==> config.mk <==
export PLATFORM = sky130hd
export DESIGN_NAME = audio_stream_ctrl
export DESIGN_NICKNAME = d
export VERILOG_FILES = /design/src/rtl/audio_pkg.sv /design/src/rtl/stereo_fifo.sv /design/src/rtl/audio_stream_ctrl.sv
export SDC_FILE = /design/constraint.sdc
export NUM_CORES = 1
export LEC_CHECK = 0
export BUFFER_PORTS_ARGS = -buffer_cell sky130_fd_sc_hd__buf_2
export CAP_MARGIN = 20
export CORE_MARGIN = 1.5
export CORE_UTILIZATION = 56
export CTS_CLUSTER_DIAMETER = 40
export CTS_CLUSTER_SIZE = 28
export DETAILED_ROUTE_END_ITERATION = 16
export GPL_ROUTABILITY_DRIVEN = 0
export GPL_TIMING_DRIVEN = 0
export PLACE_DENSITY = 0.84
export SLEW_MARGIN = 20
export SYNTH_ARGS = -nofsm -noshare
export SYNTH_HDL_FRONTEND = slang
export SYNTH_SLANG_ARGS = --single-unit
==> constraint.sdc <==
create_clock -name CLOCK_50 -period 2.74 [get_ports CLOCK_50]
set_clock_uncertainty 0.1 [all_clocks]
set_input_delay 0.548 -clock CLOCK_50 [delete_from_list [all_inputs] [get_ports CLOCK_50]]
set_output_delay 0.548 -clock CLOCK_50 [all_outputs]
set_load 0.02 [all_outputs]
==> src/rtl/audio_pkg.sv <==
// Shared definitions for the audio capture/playback controller:
// capture FSM encoding, default sample width and latency counter helpers.
package audio_pkg;

    localparam int AUDIO_DW  = 24;
    localparam int LAT_CNT_W = 4;

    typedef enum logic [1:0] {
        ST_IDLE = 2'd0,
        ST_WAIT = 2'd1,
        ST_PUSH = 2'd2
    } cap_state_e;

    // Terminal value of the filter latency counter for a given latency.
    function automatic logic [LAT_CNT_W-1:0] lat_last(input int filt_lat);
        return LAT_CNT_W'(filt_lat - 1);
    endfunction

endpackage

==> src/rtl/stereo_fifo.sv <==
// Synchronous FIFO of packed stereo entries {left, right}; a push while full
// is accepted only when a pop happens on the same edge.
module stereo_fifo #(
    parameter int EW    = 48,
    parameter int DEPTH = 4
) (
    input  logic                     clk,
    input  logic                     reset,
    input  logic                     push,
    input  logic                     pop,
    input  logic [EW-1:0]            din,
    output logic [EW-1:0]            dout,
    output logic                     full,
    output logic                     empty,
    output logic [$clog2(DEPTH):0]   count
);

    localparam int AW = $clog2(DEPTH);
    localparam logic [AW-1:0] PTR_ZERO = AW'(0);
    localparam logic [AW-1:0] PTR_ONE  = AW'(1);
    localparam logic [AW:0]   CNT_ZERO = (AW+1)'(0);
    localparam logic [AW:0]   CNT_ONE  = (AW+1)'(1);
    localparam logic [AW:0]   CNT_FULL = (AW+1)'(DEPTH);

    logic [EW-1:0] mem_q [DEPTH];
    logic [EW-1:0] mem_d [DEPTH];
    logic [AW-1:0] wr_ptr_q, wr_ptr_d;
    logic [AW-1:0] rd_ptr_q, rd_ptr_d;
    logic [AW:0]   count_q, count_d;
    logic          do_push_s, do_pop_s;

    // Next-state for storage, pointers and occupancy.
    always_comb begin
        do_pop_s  = pop && (count_q != CNT_ZERO);
        do_push_s = push && ((count_q != CNT_FULL) || do_pop_s);
        mem_d     = mem_q;
        if (do_push_s) begin
            mem_d[wr_ptr_q] = din;
            wr_ptr_d        = wr_ptr_q + PTR_ONE;
        end else begin
            wr_ptr_d = wr_ptr_q;
        end
        if (do_pop_s) begin
            rd_ptr_d = rd_ptr_q + PTR_ONE;
        end else begin
            rd_ptr_d = rd_ptr_q;
        end
        case ({do_push_s, do_pop_s})
            2'b10:   count_d = count_q + CNT_ONE;
            2'b01:   count_d = count_q - CNT_ONE;
            default: count_d = count_q;
        endcase
    end

    // State registers with synchronous reset.
    always_ff @(posedge clk) begin
        if (reset) begin
            mem_q    <= '{default: {EW{1'b0}}};
            wr_ptr_q <= PTR_ZERO;
            rd_ptr_q <= PTR_ZERO;
            count_q  <= CNT_ZERO;
        end else begin
            mem_q    <= mem_d;
            wr_ptr_q <= wr_ptr_d;
            rd_ptr_q <= rd_ptr_d;
            count_q  <= count_d;
        end
    end

    assign dout  = mem_q[rd_ptr_q];
    assign full  = (count_q == CNT_FULL);
    assign empty = (count_q == CNT_ZERO);
    assign count = count_q;

endmodule

==> src/rtl/audio_stream_ctrl.sv <==
// Codec ADC capture -> external filter -> stereo FIFO -> codec DAC playback.
// Capture FSM and the independent DAC write side live here.
module audio_stream_ctrl
    import audio_pkg::*;
#(
    parameter int DW       = AUDIO_DW,
    parameter int DEPTH    = 4,
    parameter int FILT_LAT = 1
) (
    input  logic                   CLOCK_50,
    input  logic                   reset,
    input  logic                   read_ready,
    input  logic [DW-1:0]          readdata_left,
    input  logic [DW-1:0]          readdata_right,
    output logic                   read,
    output logic [DW-1:0]          sample_left,
    output logic [DW-1:0]          sample_right,
    output logic                   sample_valid,
    input  logic [DW-1:0]          filt_left,
    input  logic [DW-1:0]          filt_right,
    input  logic                   write_ready,
    output logic                   write,
    output logic [DW-1:0]          writedata_left,
    output logic [DW-1:0]          writedata_right,
    output logic [$clog2(DEPTH):0] fill_level,
    output logic                   overflow
);

    localparam logic [LAT_CNT_W-1:0] LAT_LAST = lat_last(FILT_LAT);
    localparam logic [LAT_CNT_W-1:0] LAT_ZERO = LAT_CNT_W'(0);
    localparam logic [LAT_CNT_W-1:0] LAT_ONE  = LAT_CNT_W'(1);

    cap_state_e             state_q, state_d;
    logic [LAT_CNT_W-1:0]   lat_cnt_q, lat_cnt_d;
    logic                   read_q, read_d;
    logic                   sample_valid_q, sample_valid_d;
    logic [DW-1:0]          sample_left_q, sample_left_d;
    logic [DW-1:0]          sample_right_q, sample_right_d;
    logic                   write_q, write_d;
    logic [DW-1:0]          wdata_left_q, wdata_left_d;
    logic [DW-1:0]          wdata_right_q, wdata_right_d;
    logic                   overflow_q, overflow_d;

    logic                   push_s, pop_s, full_s, empty_s;
    logic [2*DW-1:0]        head_s;
    logic [$clog2(DEPTH):0] count_s;

    stereo_fifo #(
        .EW    (2*DW),
        .DEPTH (DEPTH)
    ) u_fifo (
        .clk   (CLOCK_50),
        .reset (reset),
        .push  (push_s),
        .pop   (pop_s),
        .din   ({filt_left, filt_right}),
        .dout  (head_s),
        .full  (full_s),
        .empty (empty_s),
        .count (count_s)
    );

    // Capture FSM and DAC write side next-state logic.
    always_comb begin
        state_d        = state_q;
        lat_cnt_d      = lat_cnt_q;
        read_d         = 1'b0;
        sample_valid_d = 1'b0;
        sample_left_d  = sample_left_q;
        sample_right_d = sample_right_q;
        overflow_d     = overflow_q;
        push_s         = 1'b0;

        // Write side pops at most every other cycle so write never stays high.
        pop_s = write_ready && !empty_s && !write_q;
        write_d = pop_s;
        if (pop_s) begin
            {wdata_left_d, wdata_right_d} = head_s;
        end else begin
            wdata_left_d  = wdata_left_q;
            wdata_right_d = wdata_right_q;
        end

        case (state_q)
            ST_IDLE: begin
                if (read_ready) begin
                    read_d         = 1'b1;
                    sample_valid_d = 1'b1;
                    sample_left_d  = readdata_left;
                    sample_right_d = readdata_right;
                    lat_cnt_d      = LAT_ZERO;
                    state_d        = ST_WAIT;
                end else begin
                    state_d = ST_IDLE;
                end
            end
            ST_WAIT: begin
                if (lat_cnt_q == LAT_LAST) begin
                    state_d = ST_PUSH;
                end else begin
                    lat_cnt_d = lat_cnt_q + LAT_ONE;
                end
            end
            ST_PUSH: begin
                state_d = ST_IDLE;
                // A same-edge pop frees the slot, so full alone is not a drop.
                if (!full_s || pop_s) begin
                    push_s = 1'b1;
                end else begin
                    overflow_d = 1'b1;
                end
            end
            default: begin
                state_d = ST_IDLE;
            end
        endcase
    end

    // Controller registers with synchronous reset.
    always_ff @(posedge CLOCK_50) begin
        if (reset) begin
            state_q        <= ST_IDLE;
            lat_cnt_q      <= LAT_ZERO;
            read_q         <= 1'b0;
            sample_valid_q <= 1'b0;
            sample_left_q  <= {DW{1'b0}};
            sample_right_q <= {DW{1'b0}};
            write_q        <= 1'b0;
            wdata_left_q   <= {DW{1'b0}};
            wdata_right_q  <= {DW{1'b0}};
            overflow_q     <= 1'b0;
        end else begin
            state_q        <= state_d;
            lat_cnt_q      <= lat_cnt_d;
            read_q         <= read_d;
            sample_valid_q <= sample_valid_d;
            sample_left_q  <= sample_left_d;
            sample_right_q <= sample_right_d;
            write_q        <= write_d;
            wdata_left_q   <= wdata_left_d;
            wdata_right_q  <= wdata_right_d;
            overflow_q     <= overflow_d;
        end
    end

    assign read            = read_q;
    assign sample_valid    = sample_valid_q;
    assign sample_left     = sample_left_q;
    assign sample_right    = sample_right_q;
    assign write           = write_q;
    assign writedata_left  = wdata_left_q;
    assign writedata_right = wdata_right_q;
    assign fill_level      = count_s;
    assign overflow        = overflow_q;

endmodule

---- Yosys cells after proc, flatten, opt, wreduce, memory -nomap -nowiden ----
Index checks and enable logic that the tools add are counted.
storage, ports and cells
  word-level logic and storage cells ...... 73
  input bits .............................. 100
  bits in registers ....................... 304
cells by class
  bitwise logic cells ..................... 4
  multiplexer cells ....................... 16
  reduce and logical (&&, ||, !) cells .... 20
  order comparisons ....................... 3
  add/subtract/negate cells ............... 5
  equal/unequal tests ..................... 9
operators by type and width
  kind                 number
  $bwmux 192           1
  $mux 48              3
  $bmux 48 s2          1
  $demux 48 s2         1
  $mux 4               2
  $pmux 4 s2           1
  $ge 3x3->1 const B   2
  $ne 2x2->1 const B   3
  $not 2->3            2
  $pmux 3 s2           1
  $logic_and 1x1->1    5
  $add 2x1->2 const B  2
  $add 4x1->4 const B  1
  $eq 2x1->1 const B   2
  $eq 2x2->1 const B   2
  $logic_not 4->1      1
  $mux 1               4
  $pmux 2 s2           1
  $reduce_and 2->1     2
  $reduce_bool 2->1    2
  $add 3x1->3 const B  1
  $eq 3x3->1 const B   1
  $logic_not 1->1      3
  $logic_not 3->1      1
  other kinds (10)     12

---- Depth between registers and ports, before layout ----
Gate-level depths: netlist of the first run.
  depth in word-level cells ............... 10
  gate-level depth with buffers ........... 11
  depth with buffers taken out ............ 9

---- Hierarchy ----
From an unflattened synthesis of the first run, not the netlist that was laid out.
second synthesis, totals
  cell total of the unflattened synthesis .. 1197
  area, all modules ....................... 12832.3 um^2
modules (own cells, without submodules)
  module             area each (um^2)  cells each  times used
  stereo_fifo        9080.0            786         1
  audio_stream_ctrl  3752.3            411         1

---- Worst setup path before layout of the first run ----
No wires, ideal clock.
  kind .................................... register to register
  from .................................... register u_fifo.count_q[2], in the netlist u_fifo.count[2]
  to ...................................... register u_fifo.count_q[2], in the netlist u_fifo.count[2]
  clock period less this slack ............ 2.300 ns
  cell stages (with the launch flop) ...... 10
  path slack .............................. 0.440 ns
  required time ........................... 2.569 ns
  path buffers ............................ 0
  data arrival time ....................... 2.130 ns
  cells stage by stage .................... dfxtp_1 nor3b_1 a21boi_0 inv_1 ha_1 inv_1 fa_1 xor2_1 or3_1 a21oi_1
on the way
  cells in the longest elaborated chain, start to end .. 10
  elaborated cells on any way between the ends .. 20
  classes of those cells .................. add/sub (2); eq/ne (4); mux (3); reduce/logical (11)
RTL lines
  element                                                 RTL line                  text
  start: declaration                                      stereo_fifo.sv:29         logic [AW:0] count_q, count_d;
  start signal: assignment                                stereo_fifo.sv:66         count_q <= count_d;
  $logic_not 3->1                                         stereo_fifo.sv:72         assign empty = (count_q == CNT_ZERO);
  $logic_not 1->1                                         audio_stream_ctrl.sv:75   pop_s = write_ready && !empty_s && !write_q;
  $logic_and 1x1->1 (2 in a row)                          audio_stream_ctrl.sv:75
  $logic_or 1x1->1                                        audio_stream_ctrl.sv:107  if (!full_s || pop_s) begin
  $mux 1                                                  audio_stream_ctrl.sv:107
  $mux 1                                                  audio_stream_ctrl.sv:84   case (state_q)
  $logic_and 1x1->1                                       stereo_fifo.sv:35         do_push_s = push && ((count_q != CNT_FULL) || do_pop_s);
  $eq 2x1->1 / $eq 2x2->1 (equally long branches)         stereo_fifo.sv:48         case ({do_push_s, do_pop_s})
  $pmux 3 s2 / $reduce_bool 2->1 (equally long branches)  -
Several ways; a longest one is shown, not always the timed one.
A chain may end at the register's enable or synchronous reset.

---- Worst setup path in the final report of the first run ----
  from .................................... register state_q[1]
  to ...................................... register u_fifo.count_q[2], in the netlist u_fifo.count[2]
on the way
  cells in the longest elaborated chain, start to end .. 5
  elaborated cells on any way between the ends .. 7
  classes of those cells .................. eq/ne (3); mux (2); reduce/logical (2)
RTL lines
  element                                                 RTL line                  text
  start: declaration                                      audio_stream_ctrl.sv:33   cap_state_e state_q, state_d;
  start signal: assignment                                audio_stream_ctrl.sv:133  state_q <= state_d;
  $eq 2x2->1 *                                            audio_stream_ctrl.sv:84
  $mux 1 *                                                audio_stream_ctrl.sv:84
  $logic_and 1x1->1 *                                     stereo_fifo.sv:35
  $eq 2x1->1 / $eq 2x2->1 (equally long branches)         stereo_fifo.sv:48
  $pmux 3 s2 / $reduce_bool 2->1 (equally long branches)  -
Every way passes the cells marked *; elsewhere a longest branch is shown, timed or not.

==> results of run 1 <==
-- kinds of logic after synthesis --
family	share of synthesized area, %
multiplexers	25.7
adder cells (fa/ha/maj)	0.910
buffers and inverters	3.98
flip-flops	51.4
XOR/XNOR	0.148
AND/OR/NAND/NOR	9.57
AO/OA/AOI/OAI	8.22
-- cells in the mapped netlist (all sizes together) --
cell type  count  area [sq um]
or3b           3          26.3
clkbuf        54           204
mux2i        195          1950
fa             1          20.0
dfxtp        304          6090
a21boi         1          7.51
xor2           2          17.5
or3            3          18.8
mux2           1          11.3
mux4          48          1080
nand3b         1          7.51
nand2        244           916
a21oi          5          25.0
nor3b          1          7.51
a311oi         1          8.76
a22o          96           841
ha             7          87.6
o21ai          2          10.0
inv           11          41.3
o211a          1          10.0
a32o           1          10.0
a31o           1          8.76
nand3          3          15.0
nand2b         1          6.26
buf           35           225
nor3           3          15.0
and2           1          6.26
nor4bb         2          20.0
a31oi          1          6.26
nor2          11          41.3
o31ai          1          7.51
nor4b          2          17.5
or4b           1          10.0
o211ai         3          37.5
nor4           2          12.5
nor2b          2          12.5
-- routing by layer --
layer	vias up	wire, um	GRT usage, %
li1	4198	-	-
met1	4358	12300	33.1
met2	327	15000	48.4
met3	80	1880	5.61
met4	6	939	10.5
met5	-	33	0
-- worst max-delay path, delay by kind of cell, from the launching register on --
kind                       cells  cell delay [ns]
AOI/OAI and AO/OA              2             0.50
xor gates and xnor gates       1             0.08
adders and majority gates      2             0.40
and+or+nand+nor                2             0.46
DFF                            1             0.33
buffers and inverters          4             0.56
-- how the worst max path moves through the flow --
stage	from	endpoint	slack, ns	cells after the start
global route	state_q[1]$_SDFFE_PP0P_	u_fifo.count[2]$_SDFFE_PP0P_	0.14	11
floorplan	u_fifo.count[2]$_SDFFE_PP0P_	u_fifo.count[2]$_SDFFE_PP0P_	0.44	9
finish	state_q[1]$_SDFFE_PP0P_	u_fifo.count[2]$_SDFFE_PP0P_	0.26	11
global placement	state_q[1]$_SDFFE_PP0P_	u_fifo.count[2]$_SDFFE_PP0P_	0.21	11
CTS	state_q[1]$_SDFFE_PP0P_	u_fifo.count[2]$_SDFFE_PP0P_	0.15	11
detailed placement	state_q[1]$_SDFFE_PP0P_	u_fifo.count[2]$_SDFFE_PP0P_	0.16	11
-- per-stage QoR --
stage	hold WS, ns	total power [W]	util (%)
finish	0.137	0.0106	70.5
global route	0.123	0.0109	70.5
CTS	0.125	0.0107	70.5
detailed placement	0.350	0.00566	64.3
global placement	0.339	0.00564	64.3
floorplan	0.332	0.00531	-
-- sequential cells by signal, summed over array words and instances (netlist names), 3 cells and up --
| signal | flops |
|---|---|
| u_fifo.mem_q | 192 |
| writedata_left | 24 |
| sample_left | 24 |
| lat_cnt_q | 4 |
| writedata_right | 24 |
| sample_right | 24 |
| u_fifo.count | 3 |
-- layout make-up --
class	instances	share of cell area (%)
repair buffers	201	6.96
inverters	11	0.286
clock inverters	26	2.23
plain buffers	89	2.97
flip-flops and latches	304	42.1
well taps	270	2.34
clock buffers	40	6.63
multi-input cells	647	36.5
-- where the power goes --
| part | switching [W] | leakage [nW] | internal, W |
|---|---|---|---|
| combinational | 0.000625 | 3.74 | 0.000352 |
| sequential | 0.0000756 | 2.46 | 0.00453 |
| clock | 0.00205 | 0.627 | 0.00300 |
| total | 0.00275 | 6.83 | 0.00789 |
-- timing repair --
item	4_1_cts	5_1_grt
setup endpoints to repair	0	1
setup buffers	0	0
resized for setup	0	1
==> results list, run 1 <==
- Outcome: finished clean
* Number of antenna repair diodes: 0
- Cells with a size suffix above 1 make up 27.0% of the layout.
- Post-route cell area: 14500 sq um
* Non-filler cells in the finished layout: 1588
* Root buffer cell: sky130_fd_sc_hd__clkbuf_16
- Mean routed wirelength per cell: 19.0 um
* Vertical die dimension: 148 um
* Max Fanout on Critical Path: 10
- Arrival time at the worst endpoint: 2.83 ns
* R2R Path End: u_fifo.count[2]$_SDFFE_PP0P_
* TritonCTS clock tree: built
- Worst-path cell with the longest stage delay: sky130_fd_sc_hd__a21boi_1
- Number of vias after detailed routing: 8969
- Across the whole layout, storage elements account for 6090 sq um.
* Most frequent cells in the layout: sky130_fd_sc_hd__dfxtp_1, sky130_fd_sc_hd__nand2_1, sky130_fd_sc_hd__buf_2
* VDD IR-drop max: 0.420 mV
- The die covers 22000 sq um.
* Largest net degree at the start of global routing: 18
- Post-DR vias/cell: 5.65
- The worst setup path is of the reg -> reg kind.
* Number of cells after detailed placement: 1522
- The worst hold path was traced through 2 stages.
- Portion of the post-synthesis area used by sequential elements: 51.4%
- Number of buffers added on ports: 201
- CTS buffer count: 36
- The number of hold buffers added after CTS was 0.
- Source-to-sink clock delay at the later pin of the worst-skew pair: 0.52 ns
- Count of cells along the worst register-to-register path: 11
* Post-route minimum period: 2.48 ns
- Number of nets produced by synthesis: 1159
- Overall routing resource usage: 27.5%
* Slew @ Worst Pin: 0.839 ns
- Headroom to the max-slew limit came out at 44.1%.
- Clock-pin slew was measured on the worst setup and hold paths at 0.07 ns.
- RSZ-0062 raised after global routing: false
* Number of routed nets with antenna violations: 0
- The number of antenna violations at the first check in global routing came to 3.
* Number of synthesized register bits: 304
- Final hold violation count: 0
- Compared with the post-synthesis result, the final layout area differs by 22.2%.
- Largest stage delay, worst path: 0.36 ns
- Filler Cells Inserted: 1428
- After routing, the total negative slack on setup checks comes to 0 ns.
- Startpoint of the most critical register-to-register path: state_q[1]$_SDFFE_PP0P_
- Max-cap violations in this run came to 0.
- The worst setup path is captured at a register.
- During I/O placement, the number of pins put on the boundary was 203.
* Horizontal extent of the die: 148 um
- Final-report setup violation count: 0
* Critical Path, Cell by Cell: buf_2 -> nor2b_1 -> buf_2 -> a21boi_1 -> inv_1 -> ha_1 -> inv_1 -> fa_1 -> xor2_1 -> or3_1 -> a21oi_1
- After detailed routing, the total wire length is 30100 um.
* Power per standard cell area: 735 nW/um^2
- After detailed placement, the total cell area comes to 13200 sq um.
- After layout, the worst path uses 90.6% of the clock period.
- The final max-slew violation count came to 0.
- Iteration count of the initial detailed-routing pass: 5
- Class of the tightest hold or removal check: in -> reg
* Clock H-tree levels: 2
- Multi-input combinational cell area: 5270 sq um
- Post-synthesis instance area: 11800 sq um
- Synthesized netlist cell count: 1051
- Most frequent standard cell in the layout excluding fill and tap cells: sky130_fd_sc_hd__dfxtp_1
* Site row count: 52
- Counting every sink on the clock net gives 304.
- Summed over all layers, the global routing overflow is 0.
- Area inside the core boundary: 20500 sq um
- Via count of the first global-routing pass: 9321
- Smallest setup slack after layout: 0.258 ns
- Once the floorplan was initialized, standard cells occupied 57.7% of the core.
- In this run, distinct cell masters in the synthesized netlist total 40.
- Element type at the critical path start: register
- No sink is reached through more buffers than the 3 on the longest clock path.
- The first global-routing pass estimated 47700 um of wire.
- Dpl ws: 0.160 ns
* Remaining DRCs: 0
- The startpoint identified for the worst hold timing path is readdata_right[8].
* Data required time of the worst path: 3.09 ns
* Static power due to leakage: 6.83 nW
* Final HPWL from detailed placement: 20000 um
- DRC violation total after the first TritonRoute iteration: 572
- Static timing analysis puts the maximum clock frequency at 403 MHz.
- Fin nets: 1398
* Worst R2R Setup Slack: 0.26 ns
- Endpoint of the worst hold-timing path: sample_right[8]$_SDFFE_PP0P_
* Per-instance average area after synthesis: 11.3 sq um
- Yosys printed 0 warnings.
(Power assumes the default switching activity.)
==> run 2: changes to the inputs <==
- CORE_MARGIN: 1.5 -> 4
==> run 2 against run 1 <==
  * Power rose by 2.6%
  * Clock-buffer cell count rose by 3
  * Die area rose by 6.9%
  * First-iteration DRC count fell by 13%
  * Final area rose by 0.61%
  * Register-to-register slack got worse by 0.08 ns
  * Largest cell class unchanged
  * Highest routed layer is now met4
==> results list, run 2 (same netlist as run 1, synthesis figures left out) <==
* Post-layout power: 0.0109 W (+2.6%)
- The die outline width is 153 um (+3.4%).
* Final Slew Violations: 0 (unchanged)
* Clock sinks: 304 (unchanged)
* Static power due to leakage: 6.86 nW (+0.48%)
- Met1 layer wirelength in the final routing: 12200 um (-0.98%)
* Class of the tightest hold or removal check: in -> reg
- Total internal power: 0.00820 W (+4.0%)
* Iteration count of the initial detailed-routing pass: 5 (unchanged)
- The final setup TNS was 0 ns (unchanged).
- The area taken by multi-input logic gates came to 5270 sq um (unchanged).
* Wire length of the first global-routing pass: 49300 um (+3.2%)
- The count of input and output buffers came to 201 (unchanged).
- Kind of critical path: reg -> reg
- Final HPWL from detailed placement: 20500 um (+2.5%)
- Number of flip-flops in the largest register: 192 (unchanged)
- TritonCTS clock tree: built
- The maximum number of pins on one net before global-route repair is 17 (-1).
- Antenna violations before repair: 0 (-3)
* Final-report setup violation count: 0 (unchanged)
- The clock insertion delay at the later pin of the skew report came to 0.51 ns (about the same).
* Switching power of the nets: 0.00271 W (-1.3%)
- Top-Level Pins: 203 (unchanged)
- The max-capacitance violation count was 0 (unchanged).
- Clock-pin slew on the worst setup and hold paths: 0.06 ns (about the same)
- The combinational share of power is 9.0% (-0.2 points).
- The number of DRC markers after the initial detailed-route iteration is 495 (-13%).
- Post-route minimum period: 2.56 ns (+0.0826 ns)
- Root buffer cell: sky130_fd_sc_hd__clkbuf_16
* Die Area: 23500 sq um (+6.9%)
- Filler Cells Inserted: 1397 (-2.2%)
- Total congestion overflow: 0 (unchanged)
- VDD IR-drop max: 0.450 mV (+6.9%)
- The post-CTS setup buffer count is 0 (unchanged).
- The maximum fanout count along the critical path is 10 (unchanged).
* Layout overhead on the synthesized area: 22.9%
- Number of routed nets with antenna violations: 0 (unchanged)
- The proportion of power drawn by the clock network came to 48.7% (+1.3 points).
* Met3 wire length: 2520 um (+34%)
- STA classifies the critical path endpoint as a register.
- Vertical die dimension: 153 um (+3.4%)
- The critical path required time came to 3.08 ns (about the same).
* Fin nets: 1399 (+0.072%)
* Sequential fraction of design power: 42.3% (-1.1 points)
- The average wire per cell in the routed design was 19.1 um (+0.65%).
* Layout cells sized above 1: 27.2% (+0.19 points)
* Outcome: finished clean
- Period utilisation layout: 93.6% (+3.0 points)
* Most frequent cells in the layout: sky130_fd_sc_hd__dfxtp_1, sky130_fd_sc_hd__nand2_1, sky130_fd_sc_hd__buf_2
- Element type at the critical path start: register
* Highest metal used: met4
* RSZ-0062 raised after global routing: false
- The final hold violation count was 0 (unchanged).
* Power per standard cell area: 750 nW/um^2 (+2.0%)
- Area of all sequential standard cells: 6090 sq um (unchanged)
- Overall routing resource usage: 25.5% (-2.0 points)
- Most frequent standard cell in the layout excluding fill and tap cells: sky130_fd_sc_hd__dfxtp_1
* Clk buf depth: 3 (unchanged)
- The core outline area was 20500 sq um (unchanged).
* Via count of the first global-routing pass: 9535 (+2.3%)
- Slew @ Worst Pin: 0.953 ns (+0.113 ns)
- The number of H-tree levels was 2 (unchanged).
- Hold Buf Count CTS: 0 (unchanged)
* Site row count: 52 (unchanged)
* Arrival time at the worst endpoint: 2.91 ns (+0.08 ns)
- Remaining DRCs: 0 (unchanged)
- Tightest slew margin relative to the limit: 35.6% (-8.4 points)
* Number of vias after detailed routing: 8996 (+0.30%)
* Top achievable clock speed: 390 MHz (-3.2%)
- Switching fraction of total power: 24.8% (-0.99 points)
- Reg with most FFs: u_fifo.mem_q
- The CTS buffer count is 37 (+2.8%).
* Routed wl met2: 14800 um (-1.1%)
- Sum of routed wire length over all layers: 30400 um (+0.84%)
- Starting utilization of the core area: 57.7% (unchanged)
* Post-DR vias/cell: 5.65 (+0.11%)
## run 2: final timing paths
path	startpoint	endpoint	slack, ns	cells after the start
max	state_q[1]$_SDFFE_PP0P_	u_fifo.count[2]$_SDFFE_PP0P_	0.18	11
min	readdata_right[16]	sample_right[16]$_SDFFE_PP0P_	0.14	2
max reg2reg	state_q[1]$_SDFFE_PP0P_	u_fifo.count[2]$_SDFFE_PP0P_	0.18	11
min reg2reg	u_fifo.mem_q[166]$_SDFFE_PP0P_	u_fifo.mem_q[166]$_SDFFE_PP0P_	0.36	2
## run 2: repair_timing
item / in CTS / in global routing
setup endpoints to repair: 0 / 2
resized for setup: 0 / 1
endpoints found under the hold margin: 0 / 0
## run 2: power groups by stage
stage / clock (W) / combinational (W) / sequential (W)
floorplan: 0 / 0.000529 / 0.00478
global placement: 0 / 0.000944 / 0.00470
detailed placement: 0 / 0.000969 / 0.00470
CTS: 0.00536 / 0.000979 / 0.00461
global route: 0.00558 / 0.00105 / 0.00462
finish: 0.00531 / 0.000982 / 0.00461
## run 2: through the flow
stage / util, % / instances / hold slack (ns) / instance area, sq um / setup slack (ns)
CTS: 71.0 / 1590 / 0.127 / 14500 / 0.0712
detailed placement: 64.3 / 1522 / 0.349 / 13200 / 0.130
global route: 71.0 / 1590 / 0.128 / 14500 / 0.0135
finish: 71.0 / 1591 / 0.140 / 14500 / 0.175
floorplan: - / 1051 / 0.332 / 11800 / 0.440
global placement: 64.3 / 1522 / 0.340 / 13200 / 0.193
## run 2: cell type report
type	instances	share of cell area (%)
Sequential cell	304	41.8
Antenna cell	1	0.0172
Tap cell	270	2.32
Inverter	11	0.284
Timing Repair Buffer	201	6.92
Clock buffer	43	7.02
Clock inverter	25	2.38
Buffer	89	2.95
Multi-Input combinational cell	647	36.3
## run 2: worst max-delay path, stage by stage, from the launching register on
cell	delay, ns
sky130_fd_sc_hd__dfxtp_1	0.31
sky130_fd_sc_hd__buf_2	0.19
sky130_fd_sc_hd__nor2b_1	0.21
sky130_fd_sc_hd__buf_2	0.21
sky130_fd_sc_hd__a21boi_1	0.36
sky130_fd_sc_hd__inv_1	0.09
sky130_fd_sc_hd__ha_1	0.22
sky130_fd_sc_hd__inv_1	0.09
sky130_fd_sc_hd__fa_1	0.20
sky130_fd_sc_hd__xor2_1	0.08
sky130_fd_sc_hd__or3_1	0.30
sky130_fd_sc_hd__a21oi_1	0.14
## run 2: routing by layer
metal / vias to the layer above / track usage, %
met3: 71 / 6.22
met5: - / 0
met1: 4324 / 30.9
met2: 390 / 44.1
met4: 0 / 9.67
li1: 4211 / -
==> run 3: changes to the inputs <==
- ABC_AREA: not set -> 1
- CORE_UTILIZATION: 56 -> 58
==> run 3 against run 2 <==
  * First-iteration DRC count rose to 2.9 times the previous value
  * Worst hold slack improved by 0.024 ns
  * Clock-buffer cell count rose by 3
  * Non-clock buffer count rose by 83
  * Flip-flop and latch count did not move
  * Register-to-register slack barely moved
  * Synthesized area rose by 26%
  * Setup slack got worse by 0.0046 ns
  * Final area rose by 22%
  * Largest power group unchanged
==> results list, run 3 <==
- Ranking of synthesized cells by instance count: sky130_fd_sc_hd__nand2_1, sky130_fd_sc_hd__inv_1, sky130_fd_sc_hd__dfxtp_1
- The global-route wire length before repair is 72400 um (+47%).
* Depth of the worst hold-timing path: 3 (+1)
* Top-Level Pins: 203 (unchanged)
- Post-route minimum period: 2.57 ns (+0.00457 ns)
- Synth Flop Type: sky130_fd_sc_hd__dfxtp_1
- Number of nets produced by synthesis: 2404 (+110%)
* Class of the tightest hold or removal check: in -> reg
- The final routed DRC violation total came to 0 (unchanged).
- Synthesized netlist cell count: 2296 (+120%)
* Kind of end point of the critical path: register
- The setup slack of the most critical reg-to-reg path was 0.17 ns (about the same).
- The max-capacitance violation count came to 0 (unchanged).
* Global-route layer with the greatest usage: met2
- Post-DR vias/cell: 5.34 (-5.5%)
- Most frequent standard cell in the layout excluding fill and tap cells: sky130_fd_sc_hd__nand2_1
* Parity-gate share of the synthesized area counting xor and xnor cells: 0.0587% (-0.089 points)
- Final Slew Violations: 0 (unchanged)
* Proportion of register bits with asynchronous set or reset after synthesis: 0% (unchanged)
- The post-layout worst setup margin came to 0.170 ns (-0.00457 ns).
- The adder and majority gate portion of the synthesized area is 0.721% (-0.19 points).
- The vertical die dimension came to 168 um (+9.8%).
* Portion of synthesized cell area occupied by the leading cell type: 40.8% (-11 points)
* Number of cells after detailed placement: 2828 (+86%)
- The maximum number of pins on one net before global-route repair came to 16 (-1).
- Count of cells along the worst register-to-register path: 13 (+2)
- Horizontal extent of the die: 168 um (+9.8%)
- Top achievable clock speed: 389 MHz (-0.18%)
- Post-synth EDFFs: 0 (unchanged)
- The count of input and output buffers came to 202 (+0.50%).
- The maximum fanout count along the critical path was 10 (unchanged).
* CTS buffer count: 39 (+5.4%)
- Final-report setup violation count: 0 (unchanged)
- Post-synthesis instance area: 14900 sq um (+26%)
- The number of iterations in the first detailed-routing pass came to 6 (+1).
* Tightest slew margin relative to the limit: 55.4% (+20 points)
- Main combinational cell family by area after synthesis: simple AND/OR/NAND/NOR gates
- The share of synthesized area occupied by flip-flops and latches came to 40.8% (-11 points).
- More flip-flops sit in one register than any other, and that register is u_fifo.mem_q.
* Data required time of the worst path: 3.06 ns (-0.02 ns)
- The buffer levels on the longest clock path came to 3 (unchanged).
* Outcome: finished clean
* Placed instance area: 16300 sq um (+24%)
* Clock sinks: 304 (unchanged)
* Library cell occupying the most area in the post-synthesis netlist: sky130_fd_sc_hd__dfxtp_1
* DRC violation total after the first TritonRoute iteration: 1454 (+190%)
* Starting utilization of the core area: 59.1% (+1.4 points)
* Via count of the first global-routing pass: 14970 (+57%)
- The met1 layer usage reported by global route is 36.9% (+6.1 points).
* Site row count: 58 (+12%)
* Slew @ Worst Pin: 0.669 ns (-0.283 ns)
- Global routing met3 resource utilization: 6.50% (+0.28 points)
* Final HPWL from detailed placement: 30900 um (+51%)
- Die Area: 28400 sq um (+21%)
- The warning count from the yosys run is 0 (unchanged).
- After synthesis, the cell types taking the most area are sky130_fd_sc_hd__dfxtp_1, sky130_fd_sc_hd__nand2_1, sky130_fd_sc_hd__inv_1.
- The worst setup path is of the reg -> reg kind.
- The ratio of final minimum period to clock period is 93.8% (+0.17 points).
- Arrival time at the worst endpoint: 2.89 ns (-0.02 ns)
* Static power due to leakage: 8.74 nW (+27%)
* Worst hold slack: 0.163 ns (+0.0239 ns)
- The clock-pin slew on the worst setup and hold paths is 0.06 ns (about the same).
- The core outline area is 25300 sq um (+23%).
- The final routed wirelength across all metal layers was 45200 um (+49%).
- Grt met2 use: 52.4% (+8.2 points)
- Setup repair after global routing left no endpoint under its margin.
* Dpl ws: -0.384 ns (-0.515 ns)
- The count of non-filler cells in the finished layout is 2898 (+82%).
- In the post-synthesis netlist, the cell with the most instances is sky130_fd_sc_hd__nand2_1.
- The via total after detailed routing was 15485 (+72%).
- TritonCTS built the clock tree.
* Layout overhead on the synthesized area: 18.8%
* Source-to-sink clock delay at the later pin of the worst-skew pair: 0.53 ns (+0.02 ns)
- The number of antenna violations at the first check in global routing is 1 (+1).
- Mean routed wirelength per cell: 15.6 um (-18%)
* Per-instance average area after synthesis: 6.50 sq um (-42%)
- The synthesized flop and latch total came to 304 (unchanged).
- Element type at the critical path start: register
- The share of the synthesized area in compound gates (AO/OA/AOI/OAI) came to 8.64% (+0.42 points).
* Total congestion overflow: 0 (unchanged)
- The remaining antenna violation count is 0 (unchanged).
* Fin nets: 2649 (+89%)
* Post-route cell area: 17700 sq um (+22%)
- Multiplexer share of the synthesized area: 0% (-26 points)
- Most frequent cells in the layout: sky130_fd_sc_hd__nand2_1, sky130_fd_sc_hd__inv_1, sky130_fd_sc_hd__dfxtp_1
- Power per standard cell area: 781 nW/um^2 (+4.2%)
- Root buffer cell: sky130_fd_sc_hd__clkbuf_16
- VDD IR-drop max: 0.623 mV (+39%)
- Simple-gate portion of the synthesized area: 32.7% (+23 points)
- Final hold violation count: 0 (unchanged)
- The total routing usage reported by global routing was 30.8% (+5.3 points).
- The number of flip-flops under the largest register name was 192 (unchanged).
* Layout cells sized above 1: 14.9% (-12 points)
* Clock H-tree levels: 2 (unchanged)
* Unique cell type count in the Yosys netlist: 25 (-38%)
[run 3: repair_timing]
action,in CTS,in global routing
gates cloned,0,0
gates resized for setup,2,0
endpoints found under the setup margin,1,1
hold buffers,0,0
buffers inserted,0,2
[run 3: metrics by stage]
| stage | power, W | TNS [ns] | utilization (%) |
|---|---|---|---|
| 2_1_floorplan | 0.00734 | 0 | - |
| 3_3_place_gp | 0.00838 | -0.534 | 64.7 |
| 3_5_place_dp | 0.00844 | -0.591 | 64.7 |
| 4_1_cts | 0.0138 | 0 | 70.1 |
| 5_1_grt | 0.0144 | 0 | 70.2 |
| 6_report | 0.0139 | 0 | 70.2 |
[run 3: layout make-up]
type	count	area, sq um
flip-flops and latches	304	6090
clock buffers	46	1070
inverters	456	1720
plain buffers	169	840
fillers	2053	7530
multi-input cells	1367	6280
repair buffers	204	1030
clock inverters	21	287
diodes	1	2.50
well taps	330	413
[run 3: final timing paths]
path	to	from
max	u_fifo.count[2]$_SDFFE_PP0P_	u_fifo.count[0]$_SDFFE_PP0P_
min reg2reg	overflow$_SDFFE_PP0P_	overflow$_SDFFE_PP0P_
min	sample_right[7]$_SDFFE_PP0P_	readdata_right[7]
max reg2reg	u_fifo.count[2]$_SDFFE_PP0P_	u_fifo.count[0]$_SDFFE_PP0P_
[run 3: report_power, final]
part	total, W	internal, W	leakage, nW	switching [W]
registers	0.00498	0.00480	2.47	0.000178
clock network	0.00539	0.00338	0.656	0.00201
logic	0.00348	0.00110	5.62	0.00237
[run 3: cell families (layout without fill, tap and decap cells)]
family | count (synthesis) | in the layout
other | 0 | 1
AO/OA/AOI/OAI | 209 | 209
adder cells (fa/ha/maj) | 8 | 8
buffers and inverters | 625 | 896
flip-flops | 304 | 304
XOR/XNOR | 1 | 1
AND/OR/NAND/NOR | 1149 | 1149
[run 3: layer usage]
metal  routed length, um  vias up
met5                   0        -
met4                2090        0
met3                4710      170
met2               21200      877
met1               17200     6900
li1                    -     7538
[run 3: worst max-delay path, stage by stage (launching register included)]
cell and delay, ns:
sky130_fd_sc_hd__dfxtp_1 0.34, sky130_fd_sc_hd__nor2_4 0.16, sky130_fd_sc_hd__nand2_1 0.08, sky130_fd_sc_hd__nand2_2 0.28, sky130_fd_sc_hd__clkinvlp_4 0.32, sky130_fd_sc_hd__buf_4 0.26
sky130_fd_sc_hd__ha_1 0.23, sky130_fd_sc_hd__inv_1 0.09, sky130_fd_sc_hd__fa_1 0.19, sky130_fd_sc_hd__inv_1 0.05, sky130_fd_sc_hd__nand2_1 0.05, sky130_fd_sc_hd__nand3_1 0.09
sky130_fd_sc_hd__o21ai_0 0.16, sky130_fd_sc_hd__a21oi_1 0.05
